## src/rtl/xnor_pkg.sv

```systemverilog
`default_nettype none
// ============================================================================
//  Module      : xnor_pkg
//  Description : Shared types and constants for the bit-serial XNOR arbiter.
//  Revision    : 1.0  initial release
// ============================================================================
package xnor_pkg;

    // Default operand width in bits
    localparam int c_DEFAULT_W = 8;

    // Controller states
    typedef enum logic [1:0] {
        IDLE  = 2'd0,
        SHIFT = 2'd1,
        DONE  = 2'd2
    } state_t;

endpackage : xnor_pkg
`default_nettype wire

```

## src/rtl/xnor_bit.sv

```systemverilog
`default_nettype none
// ============================================================================
//  Module      : xnor_bit
//  Description : Single-bit XNOR element, time-shared by the arbiter.
//  Revision    : 1.0  initial release
// ============================================================================
module xnor_bit (
    input  logic A,
    input  logic B,
    output logic Y
);

    assign Y = ~(A ^ B);

endmodule : xnor_bit
`default_nettype wire

```

## src/rtl/xnor_share_arb.sv

```systemverilog
`default_nettype none
// ============================================================================
//  Module      : xnor_share_arb
//  Description : Two-requester round-robin arbiter feeding one shared 1-bit
//                XNOR element. The granted operand pair is processed LSB to
//                MSB, one bit per cycle, while the count of ones accumulates.
//                The result is then held until the consumer takes it.
//  Revision    : 1.0  initial release
// ============================================================================
module xnor_share_arb
    import xnor_pkg::*;
#(
    parameter int W = c_DEFAULT_W
) (
    input  logic                   clk,
    input  logic                   rst,

    input  logic                   req0_valid,
    input  logic [W-1:0]           req0_a,
    input  logic [W-1:0]           req0_b,
    output logic                   req0_ready,

    input  logic                   req1_valid,
    input  logic [W-1:0]           req1_a,
    input  logic [W-1:0]           req1_b,
    output logic                   req1_ready,

    output logic                   rsp_valid,
    input  logic                   rsp_ready,
    output logic                   rsp_id,
    output logic [W-1:0]           rsp_y,
    output logic [$clog2(W+1)-1:0] rsp_ones,
    output logic                   rsp_match,

    output logic                   busy
);

    localparam int IDX_W  = $clog2(W);
    localparam int ONES_W = $clog2(W+1);

    localparam logic [IDX_W-1:0]  c_LAST_IDX = IDX_W'(W - 1);
    localparam logic [ONES_W-1:0] c_ALL_ONES = ONES_W'(W);

    state_t              r_state;
    logic [W-1:0]        r_a;
    logic [W-1:0]        r_b;
    logic [W-1:0]        r_y;
    logic [IDX_W-1:0]    r_idx;
    logic [ONES_W-1:0]   r_ones;
    logic                r_id;
    logic                r_last;
    logic                r_rsp_valid;
    logic                r_busy;

    logic                w_gnt_id;
    logic                w_accept;
    logic [W-1:0]        w_gnt_a;
    logic [W-1:0]        w_gnt_b;
    logic                w_a_bit;
    logic                w_b_bit;
    logic                w_y_bit;

    // Round-robin pick: on contention favour whoever was not served last
    always_comb begin
        w_gnt_id = 1'b0;
        if (req0_valid && req1_valid) begin
            w_gnt_id = ~r_last;
        end else if (req1_valid) begin
            w_gnt_id = 1'b1;
        end
        w_accept = (r_state == IDLE) && !rst && (req0_valid || req1_valid);
        w_gnt_a  = w_gnt_id ? req1_a : req0_a;
        w_gnt_b  = w_gnt_id ? req1_b : req0_b;
    end

    assign req0_ready = w_accept && !w_gnt_id;
    assign req1_ready = w_accept &&  w_gnt_id;

    // The captured copies feed the shared element, so later input changes
    // on a requester cannot disturb the in-flight operation.
    assign w_a_bit = r_a[r_idx];
    assign w_b_bit = r_b[r_idx];

    xnor_bit u_xnor_bit (
        .A (w_a_bit),
        .B (w_b_bit),
        .Y (w_y_bit)
    );

    // Controller: arbitration capture, serial evaluation and response hold
    always_ff @(posedge clk) begin
        if (rst) begin
            r_state     <= IDLE;
            r_a         <= '0;
            r_b         <= '0;
            r_y         <= '0;
            r_idx       <= '0;
            r_ones      <= '0;
            r_id        <= 1'b0;
            r_last      <= 1'b1;
            r_rsp_valid <= 1'b0;
            r_busy      <= 1'b0;
        end else begin
            case (r_state)
                IDLE: begin
                    if (w_accept) begin
                        r_a     <= w_gnt_a;
                        r_b     <= w_gnt_b;
                        r_id    <= w_gnt_id;
                        r_last  <= w_gnt_id;
                        r_idx   <= '0;
                        r_ones  <= '0;
                        r_busy  <= 1'b1;
                        r_state <= SHIFT;
                    end
                end
                SHIFT: begin
                    r_y[r_idx] <= w_y_bit;
                    r_ones     <= r_ones + ONES_W'(w_y_bit);
                    if (r_idx == c_LAST_IDX) begin
                        r_rsp_valid <= 1'b1;
                        r_state     <= DONE;
                    end else begin
                        r_idx <= r_idx + 1'b1;
                    end
                end
                DONE: begin
                    if (rsp_ready) begin
                        r_rsp_valid <= 1'b0;
                        r_busy      <= 1'b0;
                        r_state     <= IDLE;
                    end
                end
                default: begin
                    r_rsp_valid <= 1'b0;
                    r_busy      <= 1'b0;
                    r_state     <= IDLE;
                end
            endcase
        end
    end

    assign rsp_valid = r_rsp_valid;
    assign rsp_id    = r_id;
    assign rsp_y     = r_y;
    assign rsp_ones  = r_ones;
    assign rsp_match = (r_ones == c_ALL_ONES);
    assign busy      = r_busy;

endmodule : xnor_share_arb
`default_nettype wire
```

## config.mk

```make
export PLATFORM = sky130hd
export DESIGN_NAME = xnor_share_arb
export DESIGN_NICKNAME = d
export VERILOG_FILES = /design/src/rtl/xnor_pkg.sv /design/src/rtl/xnor_bit.sv /design/src/rtl/xnor_share_arb.sv
export SDC_FILE = /design/constraint.sdc
export NUM_CORES = 1
export LEC_CHECK = 0
export ABC_AREA = 1
export CORE_ASPECT_RATIO = 1.75
export CORE_MARGIN = 3
export CORE_UTILIZATION = 30
export DETAILED_ROUTE_END_ITERATION = 8
export PLACE_DENSITY = 0.63
export SLEW_MARGIN = 20
export SYNTH_ARGS = -nofsm -noshare
export SYNTH_HDL_FRONTEND = slang
export SYNTH_SLANG_ARGS = --single-unit
```

## constraint.sdc

```tcl
create_clock -name clk -period 1.7 [get_ports clk]
set_input_delay 0.425 -clock clk [delete_from_list [all_inputs] [get_ports clk]]
set_output_delay 0.425 -clock clk [all_outputs]
set_load 0.05 [all_outputs]
```

==> results of run 1 <==
==> critical path, cell delays in order (launching register included) <==
cell and delay [ps]:
dfxtp_2 360, nor2_4 120, o21ai_4 100, nor2_8 120, inv_4 50, nor2_4 140
buf_12 150
==> placed cells by master, fill, tap and decap left out, types with 2 or more instances in the layout <==
cell and instances:
dlygate4sd2_1 2, dfxtp_2 3, inv_2 2, buf_12 11, o21ai_0 9, nor3_1 2, nand2_2 8, clkinv_2 3
nand3_1 9, nor2_1 14, ha_1 2, ha_4 2, clkdlybuf4s50_1 33, nand2_1 121, inv_1 29, dfxtp_4 3
buf_4 26, nand3_2 2, a21oi_2 2, dfxtp_1 31, clkbuf_8 5, a21oi_1 32, nor2_4 3, nor2_2 3
clkinvlp_4 2
==> per-layer routing <==
metal  vias to the layer above  GRT usage  routed length, um
met5                         -          0                  0
met4                         0    0.06513                108
met3                         6    0.02130                157
met2                        38     0.2587               2591
met1                       862     0.1372               1733
li1                       1070          -                  -
==> power by group <==
part	leakage (nW)	internal (mW)	switching, mW
Clock	0.0439	0.283	0.330
Sequential	0.305	0.914	0.0423
Combinational	0.954	0.272	0.319
==> flip-flops by register name, summed over array words and instances (netlist names) <==
| signal | flops |
|---|---|
| r_state | 2 |
| rsp_valid | 1 |
| rsp_id | 1 |
| r_idx | 3 |
| rsp_ones | 4 |
| busy | 1 |
| r_last | 1 |
| rsp_y | 8 |
| r_b | 8 |
| r_a | 8 |
==> area by class of cell <==
cell class	instances	area (sq um)
Sequential cell	37	755.7
Fill cell	621	3035
Clock inverter	3	17.52
Timing Repair Buffer	74	779.5
Multi-Input combinational cell	216	1074
Clock buffer	5	68.82
Inverter	35	143.9
Tap cell	78	97.59
==> final timing paths <==
check,from,endpoint,slack (ps),depth (start not counted)
setup / recovery,r_state[1],req0_ready,-70,6
hold / removal,r_b[7],r_b[7],460,2
setup reg to reg,r_idx[0],rsp_ones[2],-20,15
hold reg to reg,r_b[7],r_b[7],460,2
==> cell families (layout without fill, tap and decap cells) <==
logic type / Yosys count / count (layout) / synth area share
flops: 37 / 37 / 0.3918
simple gates: 165 / 165 / 0.3514
compound gates: 47 / 47 / 0.1304
buf+inv: 45 / 117 / 0.09993
fa+ha+maj: 4 / 4 / 0.02647
==> per-stage QoR <==
stage	hold WS [ps]	util	setup WS [ps]
floorplan	433.3	-	-69.80
global placement	452.1	0.4626	-275.1
detailed placement	455.4	0.4626	-297.9
CTS	465.7	0.4840	-92.28
global route	483.3	0.4917	-158.0
finish	463.1	0.4917	-65.53
==> what timing repair did <==
action / CTS / global route
hold buffers: 0 / 0
endpoints found under the hold margin: 0 / 0
buffers inserted: 2 / 1
setup endpoints to repair: 5 / 6
gates resized for setup: 15 / 17
pin swaps: 3 / 17
==> qor.yml, run 1 <==
synthFlopType: "dfxtp_1"
timing_hold_violations_final: 0
crit_arrival_ps: 1340
max_freq_ghz: 0.5664
min_period_ps: 1766
worst_pin_slew_ps: 342.8
grt_max_degree: 27
first_iter_violations: 72
max_cap_viol_count: 0
grt_pass1_vias: 1879
slew_viol_final: 0
synth_area_per_cell_sq_um: 6.344
via_per_inst: 4.411
ir_drop_mv: 0.3546
grt_overflow: 0
fin_ws_ps: -65.53
post-route-period-util: 1.039
track_usage: 0.1365
synth.most_common_cell: "nand2_1"
violations: "setup timing"
synth-edff-count: 0
synthesis.instances: 298
critical_path.max_fanout: 4
cts_num_sinks: 37
core_sq_um: 5972
synth.largest_area_cell: "dfxtp_1"
synth_cell_type_count: 21
min_path_type: "reg2reg"
place_inst: 437
antenna_found_initial: 0
worst_setup_path_start_kind: "register"
ys_top_cells_by_area: "dfxtp_1 39%, nand2_1 25%, a21oi_1 9.0%, inv_1 6.2%, nor2_1 3.6%"
vias: 1976
wl_mm: 4.590
fin_cells: 448
worstSetupPathType: "reg2out"
fin_nets: 410
cts_max_path_buffers: 2
grt_pass1_wl_mm: 8.017
wl_per_cell_um: 10.25
ant_nets: 0
drive_gt1_frac: 0.2270
cts_htree_levels: 2
area_growth_pct: 55.33
ys_top_cells_by_count: "128 x nand2_1, 37 x dfxtp_1, 34 x a21oi_1"
gp_congestion: 0.8582
synth_area_sq_um: 1891
max-slew-margin-rel: 0.7712
setup_violations: 3
finalSetupTns_ps: -91.52
die_x_um: 66.01
powerDensity_nw_per_um2: 735.7
first_pass_iters: 4
die_area_sq_um: 7328
clk_pin_slew_ps: 70
finalInstanceArea_sq_um: 2937
rows: 37
status: "finished with violations"
power_mw: 2.160
synth_nets: 339
die_h_um: 111.0
placedInstanceArea_sq_um: 2763
cts_tree: "yes"
io_buffers: 54
synthArstFlopShare: 0
clock-skew-final_ps: 6.426
cts_buffers: 5
p_leak_nw: 1.303
endpoint_kind: "output pin"
ioPinCount: 55
synth-seq-cells: 37
route.detailed.drc: 0
synth_seq_area_share: 0.3918
critPathRequiredTime_ps: 1270
clockRootBuffer: "clkbuf_8"
synth_warnings: 0
rsz0062_at_grt: "true"
synth_top_area_share: 0.3918
insertion_delay_ps: 290
diodes: 0
initial_core_util: 0.3166
hpwl_mm: 3.634
Note: power is estimated with default switching activity, not from simulation.
==> run 2, diff against run 1 <==
--- a/config.mk
+++ b/config.mk
@@ -11,6 +11,7 @@
 export CORE_UTILIZATION = 30
 export DETAILED_ROUTE_END_ITERATION = 8
 export PLACE_DENSITY = 0.63
+export SETUP_SLACK_MARGIN = 0.3
 export SLEW_MARGIN = 20
 export SYNTH_ARGS = -nofsm -noshare
 export SYNTH_HDL_FRONTEND = slang
==> run 2 against run 1 <==
  * The flow still finishes with violations (setup timing)
  * Combinational power grew 4.9%
  * Via count grew 1.0%
  * Clock skew shrank 1.0 ps
  * Critical path depth is the same
  * Setup slack gained 7.9 ps
  * Power grew 9.4%
  * Highest routed layer unchanged
  * Largest power group unchanged
  * First-iteration DRC count shrank 13%
  * Global-route usage shrank 0.33 points
==> qor.yml, run 2 (synthesis results as in run 1) <==
r2r_slack_ps: 0  # +20 ps
finalInstanceArea_sq_um: 3070  # +4.6%
die_x_um: 66.01  # unchanged
power_mw: 2.363  # +9.4%
fin_cells: 450  # +0.45%
final_common_cell: "nand2_1"
timing_hold_violations_final: 0  # unchanged
violations: "setup timing"
first_pass_iters: 4  # unchanged
fin_nets: 412  # +0.49%
cts_tree: "yes"
ir_drop_mv: 0.4285  # +21%
wl_per_cell_um: 10.53  # +2.7%
worst_hold_slack_ps: 466.8  # +3.730 ps
cts_max_path_buffers: 2  # unchanged
max_cap_viol_count: 0  # unchanged
cts_hold_buf: 0  # unchanged
grt_max_degree: 27  # unchanged
route.detailed.drc: 0  # unchanged
clockRootBuffer: "clkbuf_8"
r2r-end: "rsp_ones[2]"
min_path_type: "reg2reg"
max-slew-margin-rel: 0.7743  # +0.003103
initial_core_util: 0.3166  # unchanged
rr_worst_depth: 15  # unchanged
cts_num_sinks: 37  # unchanged
hold_path_depth: 2  # unchanged
cts_buffers: 5  # unchanged
fin_ws_ps: -57.65  # +7.884 ps
die_h_um: 111.0  # unchanged
area_growth_pct: 62.41
grt_overflow: 0  # unchanged
antenna_found_initial: 0  # unchanged
first_iter_violations: 63  # -13%
gp_congestion: 0.8563  # -0.22%
clock-skew-final_ps: 5.422  # -1.004 ps
track_usage: 0.1332  # -0.003293
worst_pin_slew_ps: 338.2  # -4.557 ps
core_sq_um: 5972  # unchanged
vias: 1996  # +1.0%
p_leak_nw: 1.332  # +2.2%
slew_viol_final: 0  # unchanged
grt_pass1_wl_mm: 7.838  # -2.2%
min_to: "r_a[5]"
holdCritStartpoint: "r_a[5]"
worst_setup_path_start_kind: "register"
hpwl_mm: 3.622  # -0.33%
dpl_worst_slack_ps: -331.0  # -33.14 ps
post-route-period-util: 1.034  # -0.004638
status: "finished with violations"
ant_nets: 0  # unchanged
worstReg2RegStart: "r_idx[0]"
critical_path.max_fanout: 3  # -1
worstSetupPathType: "reg2out"
placedInstanceArea_sq_um: 2743  # -0.72%
layout_common_cells: "122 x nand2_1, 33 x clkdlybuf4s50_1, 29 x a21oi_1, 29 x dfxtp_1, 26 x buf_4"
rows: 37  # unchanged
die_area_sq_um: 7328  # unchanged
ioPinCount: 55  # unchanged
clk_pin_slew_ps: 70  # about the same
crit_arrival_ps: 1330  # about the same
via_per_inst: 4.436  # +0.56%
insertion_delay_ps: 290  # about the same
io_buffers: 54  # unchanged
powerDensity_nw_per_um2: 769.6  # +4.6%
cts_htree_levels: 2  # unchanged
rsz0062_at_grt: "true"
min_period_ps: 1758  # -7.884 ps
grt_pass1_vias: 1817  # -3.3%
finalSetupTns_ps: -57.65  # +33.87 ps
critPathRequiredTime_ps: 1270  # about the same
place_inst: 433  # -0.92%
setup_violations: 1  # -2
diodes: 0  # unchanged
final_util: 0.5141  # +0.02242
wl_mm: 4.737  # +3.2%
drive_gt1_frac: 0.2715  # +0.04448
endpoint_kind: "output pin"
max_freq_ghz: 0.5689  # +0.45%
## run 2: area by class of cell
class / count / area (sq um)
clock buffers: 7 / 86.33
repair buffers: 76 / 800.8
flip-flops and latches: 37 / 763.2
multi-input cells: 216 / 1147
inverters: 35 / 145.1
well taps: 78 / 97.59
fillers: 581 / 2902
clock inverters: 1 / 30.03
## run 2: report_power, final
part / leakage (nW) / switching [mW] / internal [mW] / total, mW
Combinational: 0.967 / 0.335 / 0.285 / 0.620
Clock: 0.0585 / 0.310 / 0.478 / 0.788
Sequential: 0.307 / 0.0435 / 0.911 / 0.955
## run 2: worst max path at each step
stage | depth (start not counted) | from | endpoint | slack (ps)
2_1_floorplan | 16 | r_idx[0] | rsp_ones[2] | 30
3_3_place_gp | 6 | req0_valid | req0_ready | -310
3_5_place_dp | 6 | req0_valid | req0_ready | -330
4_1_cts | 6 | r_state[1] | req0_ready | -90
5_1_grt | 6 | r_state[1] | req0_ready | -120
6_report | 6 | r_state[1] | req0_ready | -60
## run 2: what timing repair did
item / 4_1_cts / 5_1_grt
hold endpoints to repair: 0 / 0
buffers inserted: 7 / 2
pin swaps: 11 / 9
gates resized for setup: 31 / 22
endpoints found under the setup margin: 38 / 21
## run 2: layer usage
layer,GRT usage,part of all wire
met5,0,0
met4,0.05699,0.020
met3,0.01826,0.030
met2,0.2487,0.57
met1,0.1421,0.38
## run 2: worst max-delay path, stage by stage (launching register included)
cell,delay [ps]
dfxtp_4,360
nor2_4,140
o21ai_4,90
nor2_8,110
inv_2,60
nor2_4,130
buf_12,150
